<file path="src/rtl/regfile_wb_ctrl.sv">
// Writeback arbiter for the ALU and load-unit ports of RegFile_32, plus the pending-destination scoreboard.
// Ties are granted round-robin. The write port is registered, so a write appears one cycle after its grant.

module rf_sb_cell (
  input  logic clk,
  input  logic reset,
  input  logic set,
  input  logic clr,
  output logic q
);
  // If a register is issued and written back on the same edge, the bit stays set.
  always_ff @(posedge clk or negedge reset) begin
    if (!reset)   q <= 1'b0;
    else if (set) q <= 1'b1;
    else if (clr) q <= 1'b0;
  end
endmodule

module regfile_wb_ctrl #(
  parameter int NUM_REGS = 32,
  parameter int IDX_W    = 5,
  parameter int DATA_W   = 32
) (
  input  logic              clk,
  input  logic              reset,
  input  logic              alu_valid,
  input  logic [IDX_W-1:0]  alu_idx,
  input  logic [DATA_W-1:0] alu_data,
  output logic              alu_ready,
  input  logic              mem_valid,
  input  logic [IDX_W-1:0]  mem_idx,
  input  logic [DATA_W-1:0] mem_data,
  output logic              mem_ready,
  input  logic              iss_en,
  input  logic [IDX_W-1:0]  iss_idx,
  input  logic [IDX_W-1:0]  chk1_idx,
  input  logic [IDX_W-1:0]  chk2_idx,
  output logic              stall,
  output logic              wr_en,
  output logic [IDX_W-1:0]  wr_idx,
  output logic [DATA_W-1:0] wr_data,
  output logic [NUM_REGS-1:0] busy
);
  localparam logic GNT_ALU = 1'b0;
  localparam logic GNT_MEM = 1'b1;

  logic              last_gnt;
  logic              xfer;
  logic [IDX_W-1:0]  x_idx;
  logic [DATA_W-1:0] x_data;
  logic              x_nz;

  // Reset gates ready directly, so nothing is accepted while reset is low.
  always_comb begin
    alu_ready = reset & alu_valid & (~mem_valid | (last_gnt == GNT_MEM));
    mem_ready = reset & mem_valid & (~alu_valid | (last_gnt == GNT_ALU));
  end

  assign xfer   = alu_ready | mem_ready;
  assign x_idx  = alu_ready ? alu_idx  : mem_idx;
  assign x_data = alu_ready ? alu_data : mem_data;
  assign x_nz   = xfer & (x_idx != '0);

  // The grant pointer advances on every transfer, including writes to r0.
  always_ff @(posedge clk or negedge reset) begin
    if (!reset)         last_gnt <= GNT_MEM;
    else if (alu_ready) last_gnt <= GNT_ALU;
    else if (mem_ready) last_gnt <= GNT_MEM;
  end

  // wr_idx and wr_data keep their last values when no write is driven.
  always_ff @(posedge clk or negedge reset) begin
    if (!reset) begin
      wr_en   <= 1'b0;
      wr_idx  <= '0;
      wr_data <= '0;
    end else begin
      wr_en <= x_nz;
      if (x_nz) begin
        wr_idx  <= x_idx;
        wr_data <= x_data;
      end
    end
  end

  assign busy[0] = 1'b0;

  // r0 is never marked pending.
  for (genvar n = 1; n < NUM_REGS; n++) begin : g_sb
    rf_sb_cell u_cell (
      .clk   (clk),
      .reset (reset),
      .set   (iss_en & (iss_idx == IDX_W'(n))),
      .clr   (x_nz & (x_idx == IDX_W'(n))),
      .q     (busy[n])
    );
  end

  // stall reads only the registered scoreboard. A writeback in this cycle is not forwarded.
  assign stall = busy[chk1_idx] | busy[chk2_idx];

endmodule

</file>
<file path="config.mk">
export PLATFORM = sky130hd
export DESIGN_NAME = regfile_wb_ctrl
export DESIGN_NICKNAME = d
export VERILOG_FILES = /design/src/rtl/regfile_wb_ctrl.sv
export SDC_FILE = /design/constraint.sdc
export NUM_CORES = 1
export LEC_CHECK = 0
export BUFFER_PORTS_ARGS = -buffer_cell sky130_fd_sc_hd__buf_2
export CELL_PAD_IN_SITES_DETAIL_PLACEMENT = 0
export CELL_PAD_IN_SITES_GLOBAL_PLACEMENT = 1
export CORE_MARGIN = 8
export CORE_UTILIZATION = 34
export CTS_CLUSTER_DIAMETER = 200
export DETAILED_ROUTE_END_ITERATION = 8
export PLACE_DENSITY = 0.89
export REMOVE_ABC_BUFFERS = 1
export SLEW_MARGIN = 20
export SYNTH_ARGS = -nofsm -noshare
export SYNTH_HDL_FRONTEND = slang
export SYNTH_SLANG_ARGS = --single-unit
</file>
<file path="constraint.sdc">
create_clock -name clk -period 1.8 [get_ports clk]
set_clock_uncertainty 0.05 [all_clocks]
set_input_delay 0.09 -clock clk [delete_from_list [all_inputs] [get_ports clk]]
set_output_delay 0.09 -clock clk [all_outputs]
set_load 0.02 [all_outputs]
</file>
==> flow_summary.yaml <==
setup_path:
  r2r_cells: 7
  crit_family: "multiplexers"
  cp-end-kind: "output port"
  path_cells: "mux4_2, nor2b_2, nor3_2, o32ai_2, o211ai_1, buf_4"
  path_class: "register to output port"
  arrival_ns: 1.98
  critPathMaxFanout: 4
  r2r_setup_slack_ns: -0.32
  cp_num_buf_inv: 1
  critical-path-slowest-cell: "mux4_2"
  r2r-end: "wr_data[12]$_DFFE_PN0P_"
  max_stage_delay_ns: 0.48
  crit_path_start_kind: "register"
  cp_data_required_time_ns: 1.66
  r2r-start: "last_gnt$_DFFE_PN1P_"
clock_network:
  clk_pin_slew_ns: 0.06
  cts_tree: "done"
  cts-root-buf: "clkbuf_16"
  htreeDepth: 3
  numCtsBuffers: 9
  clk_path_buf_depth: 2
  worstSkewPairLatency_ns: 0.32
  cts_sinks: 70
logic_synthesis:
  synth_ff_type: "dfrtp_1"
  syn_area_per_cell_um2: 9.97
  ys_async_sr_fraction: 1.00
  synth_warnings: 0
  seq_area_frac_synth: 0.389
  ys_ff_latch: 70
  syn_area_um2: 4510
  ys_types: 50
  synth_edf_count: 0
  syn-instance-count: 452
place:
  post-place-ws_ns: -0.288
  dp.cells: 774
  place.gp.congestion: 0.921
  io_buffers: 165
  dp_hpwl_mm: 11.1
timing:
  setup_viol: 70
  slew_viol_final: 0
  period_share: 1.18
  max_freq_ghz: 0.472
  worst_pin_slew_ns: 0.672
  slew_headroom: 0.552
  hold_violations: 0
  rsz0062_at_grt: "yes"
  timing.final.crit_period_ns: 2.12
  setup_slack_ns: -0.317
floorplan:
  die-area_um2: 17200
  core_area_um2: 13100
  rows: 42
  start_util: 0.344
  die_w_um: 131
  pin_count: 167
  chipHeight_um: 131
global_routing:
  grt_pass1_vias: 4679
  grt_first_pass_wirelength_mm: 23.9
  overflow: 0
  antenna_found_initial: 0
  grt_max_degree: 54
  gr-usage-all-layers: 0.170
pwr:
  pwr_density_cell_nw_per_um2: 1060
  irDropWorstVdd_mv: 0.449
  cellLeakagePower_uw: 0.00323
finish:
  stdcell_count: 829
  syn2layout_area_growth_pct: 52.3
  drive_above_1_share: 0.580
  final_nets: 742
  diodes: 0
drt:
  routed_wl_mm: 15.8
  drt_iter0_drc: 188
  via_per_inst: 5.23
  detail_route.wl_per_cell_um: 19.1
  drtPass1Iterations: 5
  drc: 0
  ant_nets: 0
  dr_total_vias: 4334
hold_path:
  hold_depth: 4
  hp-start: "alu_data[26]"
  whs_endpoint: "wr_data[26]$_DFFE_PN0P_"
  hold_class: "input pin to register"
status:
  violations: "setup timing"
  status: "finished, violations left"
job:
  cap_viol_max_count: 0
cells in the final DEF (no fill, tap or decap), types with 7 or more instances in the layout:
cell type / n
buf_2: 162
buf_4: 44
buf_6: 19
clkbuf_16: 12
dfrtp_1: 65
inv_1: 8
mux2_4: 33
mux4_2: 15
nand2_1: 106
nand2b_1: 8
o21ai_1: 30
o31ai_1: 7
o31ai_2: 19
worst max-delay path by stage:
stage / slack (ns) / to / depth (start not counted) / startpoint
5_1_grt: -0.39 / wr_data[12]$_DFFE_PN0P_ / 7 / last_gnt$_DFFE_PN1P_
3_5_place_dp: -0.29 / g_sb[6].u_cell.q$_DFFE_PN0P_ / 6 / last_gnt$_DFFE_PN1P_
2_1_floorplan: -0.80 / wr_data[0]$_DFFE_PN0P_ / 5 / last_gnt$_DFFE_PN1P_
6_report: -0.32 / stall / 6 / g_sb[9].u_cell.q$_DFFE_PN0P_
3_3_place_gp: -0.24 / g_sb[8].u_cell.q$_DFFE_PN0P_ / 6 / last_gnt$_DFFE_PN1P_
4_1_cts: -0.31 / stall / 5 / g_sb[20].u_cell.q$_DFFE_PN0P_
sequential cells by signal, indices dropped and copies added (netlist names):
name,cells
wr_data,32
wr_en,1
wr_idx,5
g_sb.u_cell.q,31
last_gnt,1
per-layer routing:
| metal | vias to the layer above | part of all wire | GRT usage |
|---|---|---|---|
| li1 | 1992 | - | - |
| met3 | 36 | 0.069 | 0.0492 |
| met4 | 0 | 0.026 | 0.0736 |
| met2 | 213 | 0.50 | 0.289 |
| met1 | 2093 | 0.40 | 0.196 |
| met5 | - | 0 | 0 |
cells by family after synthesis:
kind of cell           after synthesis  share of synthesized area
AO/OA/AOI/OAI                      107                      0.161
buffers and inverters               65                     0.0908
AND/OR/NAND/NOR                    150                      0.152
multiplexers                        59                      0.207
flip-flops                          70                      0.389
other                                1                   0.000832
area by class of cell:
cell class | count | area, um2
well taps | 176 | 220
clock buffers | 11 | 253
repair buffers | 241 | 1650
flip-flops and latches | 70 | 1760
fillers | 1159 | 6220
clock inverters | 5 | 129
inverters | 9 | 37.5
multi-input cells | 317 | 2820
synth_stat cells (all sizes together) (2+ instances only):
cell | count | area, um2
a21oi | 10 | 61.3
a221oi | 2 | 17.5
a31oi | 6 | 37.5
buf | 50 | 353
clkbuf | 6 | 22.5
dfrtp | 69 | 1730
inv | 9 | 33.8
mux2 | 37 | 526
mux2i | 7 | 70.1
mux4 | 15 | 338
nand2 | 106 | 398
nand2b | 9 | 58.8
nand3 | 4 | 32.5
nand4 | 2 | 12.5
nand4b | 2 | 17.5
nor2 | 7 | 26.3
nor2b | 6 | 37.5
nor3 | 3 | 15.0
nor4 | 2 | 12.5
nor4b | 4 | 35.0
o211ai | 4 | 35.0
o21ai | 40 | 200
o22ai | 2 | 12.5
o2bb2ai | 2 | 17.5
o31ai | 30 | 230
o41ai | 4 | 53.8
or2 | 2 | 12.5
per-stage QoR:
stage / TNS [ns] / hold WS (ns) / area [um2] / total power (uW) / util
after floorplan: -29.55 / -0.256 / 4130 / 3500 / -
after global placement: -11.31 / 0.0850 / 5500 / 4480 / 0.420
after detailed placement: -15.53 / 0.0931 / 5500 / 4560 / 0.420
after CTS: -12.91 / 0.0142 / 6430 / 7060 / 0.491
after global routing: -19.43 / 0.0230 / 6860 / 7630 / 0.525
final: -14.76 / 0.0275 / 6860 / 7310 / 0.525
repair_timing:
action,in CTS,in global routing
setup endpoints to repair,70,72
gates cloned,3,3
resized for setup,94,67
hold endpoints to repair,69,0
pin swaps,29,28
hold buffers,1,0
buffers inserted,22,20
worst reg2reg max path, cell delays in order, from the launching register on:
cell       delay (ns)
dfstp_2          0.53
and2b_4          0.20
o211ai_1         0.25
o31ai_2          0.15
a21oi_4          0.23
buf_6            0.15
clkbuf_16        0.16
mux2_4           0.30
where the power goes:
part	switching (uW)	internal, uW
sequential	318	1930
clock	673	1570
combinational	1450	1360
total	2440	4860
Note: power is estimated with default switching activity, not from simulation.
